--- src/rtl/cpu_seq_pkg.sv ---
// rtl/cpu_seq_pkg.sv - shared types and constants for the instruction-cycle sequencer
package cpu_seq_pkg;

  // Opcode width shared with the instruction decoder
  localparam int OPC_WIDTH = 4;

  // Halt opcode: entering STOP is absorbing until reset
  localparam logic [OPC_WIDTH-1:0] OP_STP = 4'b0111;

  typedef enum logic [2:0] {
    S_IDLE,
    S_FETCH,
    S_EXEC1,
    S_EXEC2,
    S_STOP
  } seq_state_t;

endpackage

--- src/rtl/sat_counter.sv ---
// rtl/sat_counter.sv - up-counter that sticks at all-ones, with clear taking priority
module sat_counter #(
  parameter int WIDTH = 16
) (
  input  logic             clk,
  input  logic             reset,
  input  logic             clr,
  input  logic             inc,
  output logic [WIDTH-1:0] q
);

  // Clear wins over increment; increment stops once the counter is full
  always_ff @(posedge clk or posedge reset) begin
    if (reset) begin
      q <= '0;
    end else if (clr) begin
      q <= '0;
    end else if (inc && (q != '1)) begin
      q <= q + WIDTH'(1);
    end
  end

endmodule

--- src/rtl/cpu_sequencer.sv ---
// rtl/cpu_sequencer.sv - instruction-cycle sequencer with run/step, PC breakpoint and counters
module cpu_sequencer
  import cpu_seq_pkg::*;
#(
  parameter int PC_WIDTH  = 8,
  parameter int CNT_WIDTH = 16
) (
  input  logic                 clk,
  input  logic                 reset,
  input  logic                 RUN,
  input  logic                 STEP,
  input  logic                 EXTRA,
  input  logic [OPC_WIDTH-1:0] IR,
  input  logic [PC_WIDTH-1:0]  PC,
  input  logic                 BP_EN,
  input  logic [PC_WIDTH-1:0]  BP_ADDR,
  input  logic                 CLR_CNT,
  output logic                 FETCH,
  output logic                 EXEC1,
  output logic                 EXEC2,
  output logic                 HALTED,
  output logic                 STOPPED,
  output logic                 BP_HIT,
  output logic [CNT_WIDTH-1:0] CYCLE_CNT,
  output logic [CNT_WIDTH-1:0] INSTR_CNT
);

  seq_state_t state, state_n;
  logic       step_d, step_req;
  logic       step_mode, step_mode_n;
  logic       resume, resume_n;
  logic       bp_hit, bp_hit_n;
  logic       instr_end, instr_done;
  logic       bp_match;

  assign bp_match = BP_EN && (PC == BP_ADDR);

  // STEP edge detect; the request is registered so it lands one cycle after the edge
  always_ff @(posedge clk or posedge reset) begin
    if (reset) begin
      step_d   <= 1'b0;
      step_req <= 1'b0;
    end else begin
      step_d   <= STEP;
      step_req <= STEP & ~step_d;
    end
  end

  // State register and debug flags
  always_ff @(posedge clk or posedge reset) begin
    if (reset) begin
      state     <= S_IDLE;
      step_mode <= 1'b0;
      resume    <= 1'b0;
      bp_hit    <= 1'b0;
    end else begin
      state     <= state_n;
      step_mode <= step_mode_n;
      resume    <= resume_n;
      bp_hit    <= bp_hit_n;
    end
  end

  // Next-state and flag updates; resume lets the FETCH right after a halt pass the breakpoint
  always_comb begin
    state_n     = state;
    step_mode_n = step_mode;
    resume_n    = resume;
    bp_hit_n    = bp_hit;
    instr_end   = 1'b0;
    instr_done  = 1'b0;
    case (state)
      S_IDLE: begin
        if (RUN || step_req) begin
          state_n  = S_FETCH;
          resume_n = 1'b1;
          bp_hit_n = 1'b0;
          if (!RUN) begin
            step_mode_n = 1'b1;
          end
        end
      end
      S_FETCH: begin
        if (bp_match && !resume) begin
          state_n  = S_IDLE;
          bp_hit_n = 1'b1;
        end else begin
          state_n  = S_EXEC1;
          resume_n = 1'b0;
        end
      end
      S_EXEC1: begin
        if (IR == OP_STP) begin
          state_n    = S_STOP;
          instr_done = 1'b1;
        end else if (EXTRA) begin
          state_n = S_EXEC2;
        end else begin
          instr_end = 1'b1;
        end
      end
      S_EXEC2: instr_end = 1'b1;
      S_STOP:  state_n = S_STOP;
      default: state_n = S_IDLE;
    endcase
    if (instr_end) begin
      instr_done = 1'b1;
      if (step_mode || !RUN) begin
        state_n     = S_IDLE;
        step_mode_n = 1'b0;
      end else begin
        state_n = S_FETCH;
      end
    end
  end

  assign FETCH   = (state == S_FETCH);
  assign EXEC1   = (state == S_EXEC1);
  assign EXEC2   = (state == S_EXEC2);
  assign HALTED  = (state == S_IDLE) || (state == S_STOP);
  assign STOPPED = (state == S_STOP);
  assign BP_HIT  = bp_hit;

  sat_counter #(.WIDTH(CNT_WIDTH)) u_cycle_cnt (
    .clk   (clk),
    .reset (reset),
    .clr   (CLR_CNT),
    .inc   (FETCH | EXEC1 | EXEC2),
    .q     (CYCLE_CNT)
  );

  sat_counter #(.WIDTH(CNT_WIDTH)) u_instr_cnt (
    .clk   (clk),
    .reset (reset),
    .clr   (CLR_CNT),
    .inc   (instr_done),
    .q     (INSTR_CNT)
  );

endmodule

--- config.mk ---
export PLATFORM = sky130hd
export DESIGN_NAME = cpu_sequencer
export DESIGN_NICKNAME = d
export VERILOG_FILES = /design/src/rtl/cpu_seq_pkg.sv /design/src/rtl/sat_counter.sv /design/src/rtl/cpu_sequencer.sv
export SDC_FILE = /design/constraint.sdc
export NUM_CORES = 1
export LEC_CHECK = 0
export CAP_MARGIN = 20
export CORE_MARGIN = 5
export CORE_UTILIZATION = 48
export DETAILED_ROUTE_END_ITERATION = 7
export GPL_TIMING_DRIVEN = 0
export MAX_ROUTING_LAYER = met4
export PLACE_DENSITY = 0.8
export SKIP_LAST_GASP = 1
export SLEW_MARGIN = 5
export SYNTH_ARGS = -nofsm -noshare
export SYNTH_HDL_FRONTEND = slang
export SYNTH_HIERARCHICAL = 1
export SYNTH_SLANG_ARGS = --single-unit
--- constraint.sdc ---
create_clock -name clk -period 2.85 [get_ports clk]
set_input_delay 0.57 -clock clk [delete_from_list [all_inputs] [get_ports clk]]
set_output_delay 0.57 -clock clk [all_outputs]
set_load 0.01 [all_outputs]
==> results.sh <==
export IMPL_tightest_slew_margin_relative_to_the_limit_pct=49.14
export IMPL_critPathMaxFanout=8
export IMPL_placement_rows=25
export IMPL_clock_tree_buffer_depth=2
export IMPL_layout_common_cells="63 x sky130_fd_sc_hd__clkdlybuf4s50_1, 40 x sky130_fd_sc_hd__dfrtp_1, 25 x sky130_fd_sc_hd__a21oi_1, 15 x sky130_fd_sc_hd__nand2_1, 14 x sky130_fd_sc_hd__nand3_1"
export IMPL_number_of_instances_in_the_synthesized_netlist=253
export IMPL_critPathKind="input port to flop"
export IMPL_tns_ns=0
export IMPL_cts_htree_levels=2
export IMPL_design_die_area_sq_um=6380
export IMPL_seq_power_share_pct=42.4
export IMPL_clock_tree_from_tritoncts="yes"
export IMPL_crit_path_end_kind="flop"
export IMPL_ys_warnings_count=6
export IMPL_min_period_over_period_pct=95.33
export IMPL_grt_max_degree=17
export IMPL_grt_first_pass_wirelength_um=9880
export IMPL_layout_min_cycle_time_ns=2.717
export IMPL_number_of_vias_after_detailed_routing=2310
export IMPL_p_comb_share_pct=29.5
export IMPL_vdd_drop_max_mv=0.3541
export IMPL_worst_hold_path_startpoint="step_d"
export IMPL_detail_route_vias_per_cell=5.908
export IMPL_synth_area_leader_cell="sky130_fd_sc_hd__dfrtp_1"
export IMPL_r2r_end="u_instr_cnt/q[13]"
export IMPL_pre_cts_slack_ns=-0.2391
export IMPL_die_height_um=79.88
export IMPL_place_port_buffers=63
export IMPL_achievable_frequency_mhz=368.1
export IMPL_root_buffer_cell="sky130_fd_sc_hd__clkbuf_8"
export IMPL_status="finished clean"
export IMPL_gp_congestion=0.7678
export IMPL_timing_clock_skew_ns=0.01394
export IMPL_syn_mean_instance_area_sq_um=9.263
export IMPL_timing_hold_worst_path_depth=1
export IMPL_synthDistinctLibCells=39
export IMPL_switching_power_uw=520.1
export IMPL_postLayoutSetupSlackWorst_ns=0.1330
export IMPL_clk_insertion_delay_late_ns=0.30
export IMPL_min_path_type="flop to flop"
export IMPL_swShare_pct=31.36
export IMPL_floorplan_die_width_um=79.88
export IMPL_synth_top_area_share_pct=42.71
export IMPL_r2r_start="state[1]"
export IMPL_antenna_found_initial=0
export IMPL_firstDrtPassIters=4
export IMPL_placed_wire_length_estimate_after_detailed_placement_um=4313
export IMPL_worst_r2r_setup_slack_ns=0.25
export IMPL_synth_fp_nets=282
export IMPL_actual_transition_at_the_worst_max_transition_pin_ns=0.7559
export IMPL_worstHoldEndpoint="step_req"
export IMPL_hold_viol=0
export IMPL_power_leakage_nw=1.184
export IMPL_grtUsageTotal_pct=19.70
export IMPL_worstSetupStartpoint="IR[3]"
export IMPL_ff_latch_area_sq_um=1001
export IMPL_clock_sinks=40
export IMPL_rsz0062_at_grt="false"
export IMPL_final_antenna_net_count=0
export IMPL_slew_viol_final=0
export IMPL_drc=0
export IMPL_layout_filler_cells=402
export IMPL_synthesis_area_sq_um=2343
export IMPL_number_of_primary_i_o_pins=65
export IMPL_core_region_area_sq_um=4723
export IMPL_drt_iter0_markers=189
export IMPL_worst_ep_arrival_time_ns=2.94
export IMPL_clk_pin_slew_worst_paths_ns=0.08
export IMPL_syn2layout_area_growth_pct=35.29
export IMPL_setup_viol=0
export IMPL_post_route_cells_drive_above_1_share_pct=7.716
export IMPL_power_density_nw_per_um2=523.2
export IMPL_grt_pass1_vias=2150
export IMPL_cts_buffer_count=5
export IMPL_multi_input_area_sq_um=1267
export IMPL_layout_cells_most_common="sky130_fd_sc_hd__clkdlybuf4s50_1"
export IMPL_routed_wirelength_um=5814
export IMPL_post_cts_hold_buffer_count=0
export IMPL_worstRegToRegCells=9
export IMPL_synth_sequential_area_ratio_pct=42.71
export IMPL_sum_of_overflow_across_all_layers_after_global_routing=0
export IMPL_antenna_cells_inserted=0
export IMPL_num_nets_final=352
export IMPL_yosys_top_cells_area="sky130_fd_sc_hd__dfrtp_1 43%, sky130_fd_sc_hd__a21oi_1 5.3%, sky130_fd_sc_hd__or4_1 3.8%, sky130_fd_sc_hd__o31ai_1 3.5%, sky130_fd_sc_hd__nand3_1 3.2%"
export IMPL_wire_per_inst_um=14.87
export IMPL_starting_density_pct=49.62
export IMPL_yosys_register_bits=40
export IMPL_timing_critical_path_from_type="input port"
export IMPL_cell_internal_pwr_mw=1.139
export IMPL_worst_ep_required_time_ns=3.07
export IMPL_max_cap_viols=0
export IMPL_power_frac_clock_pct=28.1
==> flip-flops by register name, indices dropped and copies added (netlist names) <==
signal	count
BP_HIT	1
resume	1
state	3
step_d	1
step_mode	1
step_req	1
u_cycle_cnt/q	16
u_instr_cnt/q	16
==> cells by family after synthesis <==
| group | after synthesis | synth area share, % |
|---|---|---|
| simple gates | 123 | 31.98 |
| compound gates | 58 | 15.06 |
| flops | 40 | 42.71 |
| buf+inv | 16 | 3.417 |
| xor+xnor | 8 | 2.990 |
| mux | 6 | 2.776 |
| fa+ha+maj | 2 | 1.068 |
==> cells in the mapped netlist (all sizes together) <==
cell,instances
xnor2,4
dfrtp,40
o32ai,1
nor4,7
ha,2
and3,1
and2,2
a21oi,25
or4,16
xor2,4
buf,2
nand4,10
or3,14
mux2,4
inv,8
o41ai,5
mux2i,2
dlygate4sd1,2
o21ai,11
nor3,9
nand3,15
o31ai,11
nand2,15
o21a,2
nor2,13
a31oi,2
and4b,1
nand2b,6
clkbuf,4
a221o,1
nor2b,11
and4,2
nand4b,1
==> worst max-delay path: stages <==
cell and delay, ns:
sky130_fd_sc_hd__clkdlybuf4s50_1 0.44, sky130_fd_sc_hd__and4b_1 0.21, sky130_fd_sc_hd__nor2_1 0.08, sky130_fd_sc_hd__o21ai_0 0.14
sky130_fd_sc_hd__nand2_1 0.10, sky130_fd_sc_hd__clkbuf_2 0.20, sky130_fd_sc_hd__nand3_2 0.16, sky130_fd_sc_hd__or4_4 0.48
sky130_fd_sc_hd__or4_1 0.41, sky130_fd_sc_hd__a21oi_1 0.15
==> area by class of cell <==
class / count / share of cell area, %
flip-flops and latches: 40 / 31.57
plain buffers: 8 / 1.579
clock buffers: 6 / 2.289
repair buffers: 63 / 19.89
clock inverters: 2 / 1.105
well taps: 67 / 2.644
multi-input cells: 197 / 39.98
inverters: 8 / 0.9471
==> per-layer routing <==
layer	global-route usage [%]	part of all wire (%)	up-vias
met4	4.392	0.69	0
met2	33.06	50	75
met1	24.71	43	1118
met5	-	0	-
li1	-	-	1110
met3	3.950	6.4	7
==> how the worst max path moves through the flow <==
stage / endpoint / cells past startpoint
final: u_instr_cnt/q[13] / 10
after global routing: u_instr_cnt/q[13] / 10
after detailed placement: u_instr_cnt/q[13] / 10
after CTS: u_instr_cnt/q[13] / 10
after floorplan: u_instr_cnt/q[13] / 9
after global placement: u_instr_cnt/q[13] / 10
==> timing repair <==
action,CTS,global route
resized for setup,0,1
setup buffers,0,0
setup endpoints to repair,0,3
==> per-stage QoR <==
step	total power, mW	hold slack, ns	area [sq um]	util [%]	cells
2_1_floorplan	0.9757	0.3777	2344	-	253
3_3_place_gp	1.184	0.3860	3058	64.74	383
3_5_place_dp	1.198	0.3944	3058	64.74	383
4_1_cts	1.670	0.4062	3166	67.02	391
5_1_grt	1.745	0.4177	3171	67.13	391
6_report	1.659	0.4012	3171	67.13	391
==> power by group through the flow <==
stage / clock [mW] / sequential (mW) / combinational, mW
floorplan: 0 / 0.703 / 0.273
global placement: 0 / 0.708 / 0.476
detailed placement: 0 / 0.712 / 0.486
CTS: 0.480 / 0.701 / 0.490
global route: 0.497 / 0.714 / 0.534
finish: 0.467 / 0.703 / 0.489
Note: power is estimated with default switching activity, not from simulation.
